### config.mk
export PLATFORM = sky130hd
export DESIGN_NAME = mem_port_arbiter
export DESIGN_NICKNAME = d
export VERILOG_FILES = /design/src/rtl/mem_port_arbiter_pkg.sv /design/src/rtl/mem_arb_priority.sv /design/src/rtl/mem_port_arbiter.sv
export SDC_FILE = /design/constraint.sdc
export NUM_CORES = 1
export LEC_CHECK = 0
export BUFFER_PORTS_ARGS = -buffer_cell sky130_fd_sc_hd__buf_2
export CAP_MARGIN = 25
export CORE_MARGIN = 10
export CORE_UTILIZATION = 52
export CTS_CLUSTER_SIZE = 16
export DETAILED_ROUTE_END_ITERATION = 7
export PLACE_DENSITY = 0.84
export SLEW_MARGIN = 20
export SYNTH_ARGS = -nofsm -noshare
export SYNTH_HDL_FRONTEND = slang
export SYNTH_SLANG_ARGS = --single-unit
### constraint.sdc
create_clock -name clk -period 12.6 [get_ports clk]
set_clock_uncertainty 0.2 [all_clocks]
set_input_delay 2.52 -clock clk [delete_from_list [all_inputs] [get_ports clk]]
set_output_delay 2.52 -clock clk [all_outputs]
set_load 0.02 [all_outputs]
### src/rtl/mem_port_arbiter_pkg.sv
`default_nettype none
// ============================================================================
// Module      : mem_port_arbiter_pkg
// Description : Shared encodings for the IF/MEM data-RAM port arbiter:
//               FSM state encoding, requester port ids, and the RW / size
//               encodings used by the ram256x8 control pins.
// Config      : none (ALIGN_CHECK_EN is consumed by mem_port_arbiter)
// Revision    : 1.0 - initial release
// ============================================================================
package mem_port_arbiter_pkg;

    typedef enum logic [1:0] {
        IDLE   = 2'b00,
        ACCESS = 2'b01,
        ACK    = 2'b10
    } state_t;

    localparam logic c_PORT_IF   = 1'b0;
    localparam logic c_PORT_MEM  = 1'b1;

    localparam logic c_RW_READ   = 1'b0;
    localparam logic c_RW_WRITE  = 1'b1;

    localparam logic c_SIZE_BYTE = 1'b0;
    localparam logic c_SIZE_WORD = 1'b1;

    // A word access must sit on a 4-byte boundary; byte accesses never fault.
    function automatic logic is_misaligned(input logic size, input logic [7:0] addr);
        return (size == c_SIZE_WORD) && (addr[1:0] != 2'b00);
    endfunction

endpackage : mem_port_arbiter_pkg
`default_nettype wire

### src/rtl/mem_arb_priority.sv
`default_nettype none
// ============================================================================
// Module      : mem_arb_priority
// Description : Grant pick for the data-RAM arbiter. MEM has fixed priority
//               over IF; a saturating 4-bit starvation counter forces IF to
//               win once it has lost STARVE_MAX simultaneous arbitrations.
// Ports       : clk      - clock, rising edge
//               R        - asynchronous active-high reset
//               if_req   - IF request
//               mem_req  - MEM request
//               arb      - arbitration strobe (one per granted transfer)
//               grant    - granted port id (c_PORT_IF / c_PORT_MEM)
// Revision    : 1.0 - initial release
// ============================================================================
module mem_arb_priority
    import mem_port_arbiter_pkg::*;
#(
    parameter int STARVE_MAX = 4
) (
    input  logic clk,
    input  logic R,
    input  logic if_req,
    input  logic mem_req,
    input  logic arb,
    output logic grant
);

    logic [3:0] starve_cnt_q;
    logic [3:0] starve_cnt_d;
    logic       w_both;

    assign w_both = if_req & mem_req;

    always_comb begin
        grant = c_PORT_MEM;
        if (if_req && !mem_req) begin
            grant = c_PORT_IF;
        end else if (w_both && (starve_cnt_q == 4'(STARVE_MAX))) begin
            grant = c_PORT_IF;
        end
    end

    always_comb begin
        starve_cnt_d = starve_cnt_q;
        if (arb) begin
            if (if_req && (grant == c_PORT_IF)) begin
                starve_cnt_d = 4'd0;
            end else if (w_both && (starve_cnt_q != 4'hF)) begin
                starve_cnt_d = starve_cnt_q + 4'd1;
            end
        end
    end

    always_ff @(posedge clk or posedge R) begin
        if (R) begin
            starve_cnt_q <= 4'd0;
        end else begin
            starve_cnt_q <= starve_cnt_d;
        end
    end

endmodule : mem_arb_priority
`default_nettype wire

### src/rtl/mem_port_arbiter.sv
`default_nettype none
// ============================================================================
// Module      : mem_port_arbiter
// Description : Shares the single-ported 256x8 data RAM between the IF fetch
//               port and the MEM data port. IDLE arbitrates and latches the
//               request, ACCESS drives the RAM for LAT cycles and captures
//               read data on the last one, ACK pulses the granted port's ack.
// Config      : ALIGN_CHECK_EN - when defined, misaligned word accesses skip
//               the RAM and are acked in the next cycle with rdata=0 (and
//               mem_err on the MEM port). Undefined: mem_err tied to 0.
// Ports       : clk, R (async active-high reset)
//               if_req/if_addr -> if_ack/if_rdata         (fetch port)
//               mem_req/mem_rw/mem_size/mem_addr/mem_wdata
//                 -> mem_ack/mem_rdata/mem_err            (data port)
//               stall_if, stall_mem                       (pipeline stalls)
//               ram_E/ram_RW/ram_Size/ram_A/ram_DI, ram_DO (RAM side)
// Revision    : 1.0 - initial release
// ============================================================================
module mem_port_arbiter
    import mem_port_arbiter_pkg::*;
#(
    parameter int LAT        = 2,
    parameter int STARVE_MAX = 4
) (
    input  logic        clk,
    input  logic        R,
    input  logic        if_req,
    input  logic [7:0]  if_addr,
    output logic        if_ack,
    output logic [31:0] if_rdata,
    input  logic        mem_req,
    input  logic        mem_rw,
    input  logic        mem_size,
    input  logic [7:0]  mem_addr,
    input  logic [31:0] mem_wdata,
    output logic        mem_ack,
    output logic [31:0] mem_rdata,
    output logic        mem_err,
    output logic        stall_if,
    output logic        stall_mem,
    output logic        ram_E,
    output logic        ram_RW,
    output logic        ram_Size,
    output logic [7:0]  ram_A,
    output logic [31:0] ram_DI,
    input  logic [31:0] ram_DO
);

    state_t      state_q,     state_d;
    logic [3:0]  lat_cnt_q,   lat_cnt_d;
    logic        port_q,      port_d;
    logic [7:0]  addr_q,      addr_d;
    logic        rw_q,        rw_d;
    logic        size_q,      size_d;
    logic [31:0] wdata_q,     wdata_d;
    logic [31:0] if_rdata_q,  if_rdata_d;
    logic [31:0] mem_rdata_q, mem_rdata_d;

    logic        w_arb;
    logic        w_grant;
    logic [7:0]  w_req_addr;
    logic        w_req_rw;
    logic        w_req_size;
    logic        w_misalign;
    logic        w_access;

    // One arbitration per transfer: only in IDLE and only with a live request.
    assign w_arb = (state_q == IDLE) && (if_req || mem_req);

    mem_arb_priority #(
        .STARVE_MAX (STARVE_MAX)
    ) u_priority (
        .clk     (clk),
        .R       (R),
        .if_req  (if_req),
        .mem_req (mem_req),
        .arb     (w_arb),
        .grant   (w_grant)
    );

    // IF is always a word read regardless of what the MEM pins carry.
    assign w_req_addr = (w_grant == c_PORT_IF) ? if_addr     : mem_addr;
    assign w_req_rw   = (w_grant == c_PORT_IF) ? c_RW_READ   : mem_rw;
    assign w_req_size = (w_grant == c_PORT_IF) ? c_SIZE_WORD : mem_size;

`ifdef ALIGN_CHECK_EN
    logic err_q, err_d;
    assign w_misalign = is_misaligned(w_req_size, w_req_addr);
`else
    assign w_misalign = 1'b0;
`endif

    always_comb begin
        state_d     = state_q;
        lat_cnt_d   = lat_cnt_q;
        port_d      = port_q;
        addr_d      = addr_q;
        rw_d        = rw_q;
        size_d      = size_q;
        wdata_d     = wdata_q;
        if_rdata_d  = if_rdata_q;
        mem_rdata_d = mem_rdata_q;
`ifdef ALIGN_CHECK_EN
        err_d       = err_q;
`endif
        case (state_q)
            IDLE: begin
                if (w_arb) begin
                    port_d    = w_grant;
                    addr_d    = w_req_addr;
                    rw_d      = w_req_rw;
                    size_d    = w_req_size;
                    wdata_d   = mem_wdata;
                    lat_cnt_d = 4'(LAT - 1);
`ifdef ALIGN_CHECK_EN
                    err_d     = w_misalign && (w_grant == c_PORT_MEM);
`endif
                    if (w_misalign) begin
                        // Faulting access never touches the RAM.
                        state_d = ACK;
                        if (w_grant == c_PORT_IF) begin
                            if_rdata_d = 32'd0;
                        end else begin
                            mem_rdata_d = 32'd0;
                        end
                    end else begin
                        state_d = ACCESS;
                    end
                end
            end
            ACCESS: begin
                lat_cnt_d = lat_cnt_q - 4'd1;
                if (lat_cnt_q == 4'd0) begin
                    lat_cnt_d = 4'd0;
                    state_d   = ACK;
                    if (rw_q == c_RW_READ) begin
                        if (port_q == c_PORT_IF) begin
                            if_rdata_d = ram_DO;
                        end else begin
                            mem_rdata_d = ram_DO;
                        end
                    end
                end
            end
            ACK: begin
                state_d = IDLE;
            end
            default: begin
                state_d = IDLE;
            end
        endcase
    end

    always_ff @(posedge clk or posedge R) begin
        if (R) begin
            state_q     <= IDLE;
            lat_cnt_q   <= 4'd0;
            port_q      <= c_PORT_IF;
            addr_q      <= 8'd0;
            rw_q        <= 1'b0;
            size_q      <= 1'b0;
            wdata_q     <= 32'd0;
            if_rdata_q  <= 32'd0;
            mem_rdata_q <= 32'd0;
`ifdef ALIGN_CHECK_EN
            err_q       <= 1'b0;
`endif
        end else begin
            state_q     <= state_d;
            lat_cnt_q   <= lat_cnt_d;
            port_q      <= port_d;
            addr_q      <= addr_d;
            rw_q        <= rw_d;
            size_q      <= size_d;
            wdata_q     <= wdata_d;
            if_rdata_q  <= if_rdata_d;
            mem_rdata_q <= mem_rdata_d;
`ifdef ALIGN_CHECK_EN
            err_q       <= err_d;
`endif
        end
    end

    assign w_access  = (state_q == ACCESS);

    assign ram_E     = w_access;
    assign ram_RW    = w_access & rw_q;
    assign ram_Size  = w_access & size_q;
    assign ram_A     = addr_q;
    assign ram_DI    = wdata_q;

    assign if_ack    = (state_q == ACK) && (port_q == c_PORT_IF);
    assign mem_ack   = (state_q == ACK) && (port_q == c_PORT_MEM);
    assign if_rdata  = if_rdata_q;
    assign mem_rdata = mem_rdata_q;

`ifdef ALIGN_CHECK_EN
    assign mem_err   = mem_ack & err_q;
`else
    assign mem_err   = 1'b0;
`endif

    assign stall_if  = if_req  & ~if_ack;
    assign stall_mem = mem_req & ~mem_ack;

endmodule : mem_port_arbiter
`default_nettype wire

After elaboration in Yosys (flattened, before gate mapping)
Index checks and enable logic that the tools add are counted.
{ "totals": {"in_bits": 86, "output_inout_bits": 112, "rom_bits": 0, "n_memories": 0, "ramBits": 0, "register_bits": 117, "latch_bits": 0} }
{ "classes": {"bitwise_logic": 10, "n_eq_ne": 6, "n_reduce_logical": 19, "shift": 0, "addsub": 2, "n_mux": 13, "magnitude_cmp": 0, "mul": 0, "n_div": 0} }
{ "op_table": {"columns": ["operator", "n"], "rows": [
  ["4-bit 2-to-1 mux", 4],
  ["8-bit 2-to-1 mux", 1],
  ["4-bit case mux with 2 select lines", 1],
  ["2-bit AND reduction", 4],
  ["4-bit AND reduction", 2],
  ["1-bit logical AND", 7],
  ["1-bit bitwise AND", 5],
  ["1-bit inverter", 5],
  ["4-bit by 1-bit adder with 4-bit output (second input constant)", 1],
  ["4-bit by 3-bit == test with 1-bit output (second input constant)", 1],
  ["4-bit logical NOT", 1],
  ["1-bit 2-to-1 mux", 4],
  ["2-bit 2-to-1 mux", 2],
  ["2-bit by 1-bit != test with 1-bit output (second input constant)", 2],
  ["4-bit != test (second input constant)", 1],
  ["2-bit case mux with 2 select lines", 1],
  ["2-bit nonzero test", 2],
  ["4-bit by 1-bit subtractor with 4-bit output (second input constant)", 1],
  ["2-bit by 1-bit == test with 1-bit output (second input constant)", 1],
  ["2-bit == test (second input constant)", 1],
  ["2-bit logical NOT", 1],
  ["1-bit logical NOT", 1],
  ["1-bit logical OR", 1]
]} }

Depth between registers and ports, before layout
Gate-level depths: netlist of run 1.
{ "logic_depth": {"depth_word": 8, "ltp_mapped": 8, "mapped_depth_nobuf": 6} }

Modules after synthesis
From an unflattened synthesis of run 1, not the netlist that was laid out.
{ "hier_totals": {"cells_unflattened": 313, "area_unflattened_um2": 4867.2} }
{ "modules_own_cells": {"columns": ["module", "n_inst", "seq_area_each_um2", "area_each_um2", "cells_per_inst"], "rows": [
  ["mem_port_arbiter", 1, 2827.7, 4585.6, 282],
  ["mem_arb_priority", 1, 100.1, 281.5, 31]
]} }

Worst setup path before layout of run 1
OpenSTA, ideal clock, no wires.
{ "synth_timing": {"path_kind": "input port to output port", "startpoint": "in if_req", "endpoint": "out stall_if", "slack_ns": 7.033, "arrival_ns": 2.847, "required_ns": 9.880, "path_buffers": 0, "stages": 1, "cell_sequence": "nor2b_1"} }
{ "synth_between": {"elab_chain_cells": 1} }
{ "synth_rtl": {"columns": ["item", "line_no", "rtl"], "rows": [
  ["start: declaration", "mem_port_arbiter.sv:27", "input logic if_req,"],
  ["1-bit bitwise AND", "mem_port_arbiter.sv:203", "assign stall_if = if_req & ~if_ack;"],
  ["end: declaration", "mem_port_arbiter.sv:39", "output logic stall_if,"]
]} }
Every way passes these cells.

Worst setup path after layout of run 1
Ends and elaborated chain as after synthesis.

==> metrics, run 1 <==
gr usage total 0.180; Fmax achieved 0.177 GHz; Clock transition at path regs 0.05 ns; Net count, final 610; crit start category primary input; layout cells sized above 1 0.622; Die Height 117 um; R2R cell count 7; n_diodes 0; Skew-Pair Late Insertion Delay 0.49 ns; PnR worst setup slack 6.96 ns; # fillers 643; initial core utilization 0.530; DRC viols 0; endpoints failing setup 0; adder-cell share of the synthesized area 0.00770; hold slack 0.278 ns; Mapped Nets 406; core area 9200 um^2; die area 13700 um^2; number of cell rows 35; Clock Tree Buf Depth 2; VDD IR max 0.181 mV; DRT iter0 DRCs 160; Worst-Margin Slew 0.741 ns; Avg Inst Size Synth 15.4 um^2; CP startpoint if_req; multiplexer share of the synthesized area 0.285; Die Wd 117 um; simple-gate area share of the yosys netlist 0.0490; flop2flop setup slack 9.97 ns; detailed placement HPWL 8840 um; CTS root buf clkbuf_8; Worst setup endpoint stall_if; Synth top area share 0.600; pwr/cell area 311 nW/um^2; complex-gate fraction of the synthesized area 0.0274; Warnings, synthesis 0; cell taking the most area after synthesis dfrtp_1; # clock sinks 117; # Post-CTS Setup Buffers 0; DRT Wirelength 12100 um; Required @ worst endpoint 9.88 ns; area delta synth->final 34.0%; worst r2r dst mem_rdata[25]$_DFFE_PP0P_; CP arrival 2.92 ns; grt total ovfl 0; I/O pins 198; Final Hold Fails 0; hold-fix buffers at CTS 0; Crit Path Max Fanout 5; router iterations before antenna repair 4; PortBufs 196; H-tree levels 4; first-pass GRT wire length 19300 um; antenna-violating nets left 0; status finished, final reports clean; setup_tns 0 ns; TritonCTS buffer count 17; reg2reg start lat_cnt_q[0]$_DFFE_PP0P_; synthesized area 4880 um^2; sequential element share of the synthesized area 0.600; main combinational cell family by area after synthesis multiplexers; HP Class flop to flop; RSZ-0062 raised after global routing false; #FFs+latches synth 117; leakage 3.35 nW; pre-CTS setup slack 6.95 ns; cts repair resizes 0; crit share post-route 0.448; Vias 3302; maximum capacitance violations 0; Slew HR 0.506; top cells by area, synth dfrtp_1 60%, mux2_4 15%, mux2_2 10%, mux2i_1 2.3%, buf_6 1.4%; WL per Instance 18.8 um; vias in the first global route 3774; Post-Synth XOR/XNOR Area 0; hold_sp if_rdata[10]$_DFFE_PP0P_; Synth cell types 36; Tmin final 5.64 ns; Slew Viols, Final 0; CTS tree done; pin count of the biggest net entering global routing 63; vias per cell 5.14; synthesized instance count 317; nature of the critical path endpoint output port; gp weighted congestion 0.754; kind of critical path primary input to output port; initial antenna violation count 0
state kept, by name (all words and copies together), names as in the netlist:
| name | cells |
|---|---|
| if_rdata | 32 |
| lat_cnt_q | 4 |
| mem_rdata | 32 |
| port_q | 1 |
| ram_A | 8 |
| ram_DI | 32 |
| rw_q | 1 |
| size_q | 1 |
| state_q | 2 |
| u_priority.starve_cnt_q | 4 |
cells in the final DEF (no fill, tap or decap), drive strengths merged, types with 2 or more instances in the layout:
cell | netlist | routed
a21oi | 10 | 10
a22o | 4 | 4
buf | 14 | 201
bufinv | 0 | 4
clkbuf | 2 | 20
clkinv | 0 | 4
clkinvlp | 0 | 2
dfrtp | 117 | 117
ha | 3 | 3
inv | 7 | 7
mux2 | 97 | 97
mux2i | 11 | 11
nand2 | 9 | 9
nand3 | 2 | 2
nand3b | 2 | 2
nand4 | 2 | 2
nor2 | 16 | 16
nor2b | 2 | 2
nor3 | 4 | 4
nor3b | 2 | 2
o21ai | 2 | 2
worst min path at each step:
stage	endpoint	slack, ns	cells past startpoint
after floorplan	lat_cnt_q[2]$_DFFE_PP0P_	0.29	1
after global placement	if_rdata[10]$_DFFE_PP0P_	0.27	1
after detailed placement	if_rdata[10]$_DFFE_PP0P_	0.27	1
after CTS	if_rdata[10]$_DFFE_PP0P_	0.28	1
after global routing	if_rdata[19]$_DFFE_PP0P_	0.31	1
final	if_rdata[10]$_DFFE_PP0P_	0.28	1
cell families (layout without fill, tap and decap cells):
| family | after synthesis | in the layout |
|---|---|---|
| buf+inv | 23 | 238 |
| mux | 108 | 108 |
| flops | 117 | 117 |
| fa+ha+maj | 3 | 3 |
| simple gates | 44 | 44 |
| other cells | 1 | 1 |
| compound gates | 21 | 21 |
synthesized netlist by cell type (all sizes together):
| cell type | instances |
|---|---|
| a21boi | 1 |
| a21o | 1 |
| a21oi | 10 |
| a22o | 4 |
| and2 | 1 |
| and3b | 1 |
| buf | 14 |
| clkbuf | 2 |
| conb | 1 |
| dfrtp | 117 |
| ha | 3 |
| inv | 7 |
| mux2 | 97 |
| mux2i | 11 |
| nand2 | 9 |
| nand3 | 2 |
| nand3b | 2 |
| nand4 | 2 |
| nor2 | 16 |
| nor2b | 2 |
| nor3 | 4 |
| nor3b | 2 |
| nor4 | 1 |
| o21ai | 2 |
| o22ai | 1 |
| o2bb2ai | 1 |
| o31ai | 1 |
| or2b | 1 |
| or3b | 1 |
cell type report:
cell class | instances | area (um^2) | area share
Sequential cell | 117 | 2930 | 0.448
Multi-Input combinational cell | 177 | 1810 | 0.277
Timing Repair Buffer | 201 | 1030 | 0.158
Clock buffer | 20 | 445 | 0.0681
Clock inverter | 10 | 155 | 0.0237
Tap cell | 111 | 139 | 0.0212
Inverter | 7 | 28.8 | 0.00440
critical path, cell delays in order:
cell     delay [ns]
buf_2          0.12
nor2b_1        0.12
buf_2          0.16
power by group:
part | switching (mW) | internal (mW)
combinational | 0.479 | 0.395
sequential | 0.108 | 0.563
clock | 0.160 | 0.328
per-stage QoR:
stage / instances / power, mW / area [um^2] / utilization
after global placement: 612 / 1.52 / 5920 / 0.643
final: 643 / 2.03 / 6540 / 0.711
after CTS: 643 / 2.06 / 6540 / 0.711
after global routing: 643 / 2.15 / 6540 / 0.711
after floorplan: 317 / 1.28 / 4880 / -
after detailed placement: 613 / 1.56 / 5940 / 0.645
per-layer routing:
layer | wire length [um] | share of wire | global-route usage
met4 | 136 | 0.011 | 0.0535
met1 | 4820 | 0.40 | 0.203
met5 | 0 | 0 | 0
met3 | 890 | 0.074 | 0.0663
met2 | 6220 | 0.52 | 0.310
No activity file was read; power rests on OpenSTA's default activity.
==> run 2, diff against run 1 <==
Settings changed: ABC_AREA set to 1, CORE_UTILIZATION 52 to 48, PLACE_DENSITY 0.84 to 0.78.
Clock period 12.6 ns to 5.9 ns, I/O delays scaled along.
==> run 2 against run 1 <==
Compared with the run above:
- highest routed layer unchanged
- global-route usage grew 1.0 points
- critical path type unchanged
- area after synthesis grew 1.0%
- synthesized cell count grew 82%
- final area shrank 0.98%
- sequential cell count is the same
- cell count grew 43%
==> metrics, run 2 <==
status finished, final reports clean; Avg Inst Size Synth 8.54 um^2 (-44%); pin count of the biggest net entering global routing 76 (+21%); H-tree levels 4 (unchanged); kind of critical path primary input to output port; CP startpoint mem_req; area delta synth->final 31.4%; VDD IR max 0.278 mV (+54%); PnR worst setup slack 2.78 ns (-4.17 ns); CTS root buf clkbuf_8; reg2reg start state_q[1]$_DFFE_PP0P_; initial core utilization 0.499 (-0.0308); Vias 4437 (+34%); Synth cell types 22 (-39%); first-pass GRT wire length 22700 um (+18%); number of cell rows 36 (+2.9%); CP arrival 1.74 ns (-1.18 ns); Total Power 4.22 mW (+110%); Clock transition at path regs 0.05 ns (about the same); Slew Viols, Final 0 (unchanged); Worst-Margin Slew 0.926 ns (+0.185 ns); setup_tns 0 ns (unchanged); nature of the critical path endpoint output port; hold_sp ram_DI[26]$_DFFE_PP0P_; # fillers 801 (+25%); M1 GR Usage 0.218 (+0.0142); DRT iter0 DRCs 279 (+74%); endpoints failing setup 0 (unchanged); Post-synth EDFFs 0 (unchanged); commonest non-fill, non-tap cell in the layout nand2_1; top post-synthesis cells by count 336 x nand2_1, 117 x dfrtp_1, 34 x inv_1; gp weighted congestion 0.774 (+2.7%); Mapped Nets 666 (+64%); PortBufs 196 (unchanged); WL per Instance 15.1 um (-20%); #FFs+latches synth 117 (unchanged); core area 9860 um^2 (+7.3%); leakage 3.77 nW (+13%); hold-fix buffers at CTS 0 (unchanged); DRC viols 0 (unchanged); Fmax achieved 0.321 GHz; crit start category primary input; crit share post-route 0.528; maximum capacitance violations 0 (unchanged); area of the multi-input gates 1660 um^2 (-8.4%); I/O pins 198 (unchanged); synthesized area 4930 um^2 (+1.0%); grt total ovfl 0 (unchanged); initial antenna violation count 1 (+1); met3 Track Usage GR 0.0917 (+0.0254); gr usage total 0.190 (+0.0105); Die Height 121 um (+3.8%); RSZ-0062 raised after global routing false; cts repair resizes 0 (unchanged); Skew-Pair Late Insertion Delay 0.50 ns (about the same); die area 14700 um^2 (+7.8%); vias per cell 4.84 (-5.8%); pre-CTS setup slack 2.57 ns (-4.38 ns); Slew HR 0.383 (-0.124); top cells by area, synth dfrtp_1 59%, nand2_1 26%, buf_6 3.2%, inv_1 2.6%, nand3_1 2.4%; # clock sinks 117 (unchanged); GRT met2 Usage 0.303 (-0.00664); Warnings, synthesis 0 (unchanged); Tmin final 3.12 ns; Synth top area share 0.594 (-0.00610); asr flop ratio synth 1.00 (unchanged); Primary FF master, synth dfrtp_1; DRT Wirelength 13800 um (+15%); TritonCTS buffer count 17 (unchanged); Most Crowded Layer GR met2; antenna-violating nets left 0 (unchanged); HP Class flop to flop; most frequent cell after synthesis nand2_1; pwr/cell area 652 nW/um^2 (+110%); Crit Path Max Fanout 5 (unchanged); layout cells sized above 1 0.309 (-0.313); router iterations before antenna repair 4 (unchanged); Clock Tree Buf Depth 2 (unchanged); dpl cell area 5880 um^2 (-0.93%); Final Hold Fails 0 (unchanged); sequential element share of the synthesized area 0.594 (-0.00610); # Post-CTS Setup Buffers 0 (unchanged); detailed placement HPWL 10100 um (+14%); Register Area 2930 um^2 (unchanged); vias in the first global route 4610 (+22%); most frequent cells in the layout 336 x nand2_1, 196 x buf_2, 117 x dfrtp_1; Required @ worst endpoint 4.52 ns (-5.36 ns); synthesized instance count 577 (+82%); Finished Cell Area 6470 um^2 (-0.98%); cell taking the most area after synthesis dfrtp_1; CTS tree done; Net count, final 860 (+41%); Die Wd 121 um (+3.8%)
==> run 2: path summary, 6_finish.rpt <==
kind	end	slack (ns)	cells after the start
worst max-delay path	stall_mem	2.78	4
worst min-delay path	ram_DI[26]$_DFFE_PP0P_	0.27	2
worst max register to register	size_q$_DFFE_PP0P_	3.36	6
worst min register to register	ram_DI[26]$_DFFE_PP0P_	0.27	2
max in group asynchronous	if_rdata[30]$_DFFE_PP0P_	3.74	3
min in group asynchronous	ram_DI[12]$_DFFE_PP0P_	0.66	2
==> run 2: worst max-delay path: stages <==
cell	delay, ns
buf_2	0.15
o21ai_0	0.13
inv_1	0.09
buf_2	0.17
==> run 2: kinds of logic (layout without fill, tap and decap cells) <==
logic type,after synthesis,count (layout),share of synthesized area
buffers and inverters,59,265,0.0696
AND/OR/NAND/NOR,384,384,0.310
adder cells (fa/ha/maj),3,3,0.00762
AO/OA/AOI/OAI,11,11,0.0140
other,1,2,0.000761
flip-flops,117,117,0.594
XOR/XNOR,2,2,0.00356
==> run 2: final cells by class <==
class,count,share of cell area
Sequential cell,117,0.452
Multi-Input combinational cell,401,0.256
Timing Repair Buffer,197,0.153
Clock buffer,22,0.0715
Tap cell,133,0.0257
Inverter,37,0.0218
Clock inverter,9,0.0195
Antenna cell,1,0.000387
==> run 2: through the flow <==
stage	instances	hold slack, ns	utilization
after floorplan	577	0.281	-
after global placement	885	0.256	0.596
after detailed placement	885	0.260	0.596
after CTS	916	0.275	0.656
after global routing	916	0.302	0.656
final	917	0.269	0.656
==> run 2: layer usage <==
layer	routed length [um]	share of wire
met2	6270	0.45
met3	1650	0.12
met4	145	0.010
met1	5750	0.42
met5	0	0
==> run 2: where the power goes <==
part	switching, mW	internal (mW)
registers	0.228	1.21
logic	1.22	0.550
clock network	0.345	0.672
total	1.79	2.43
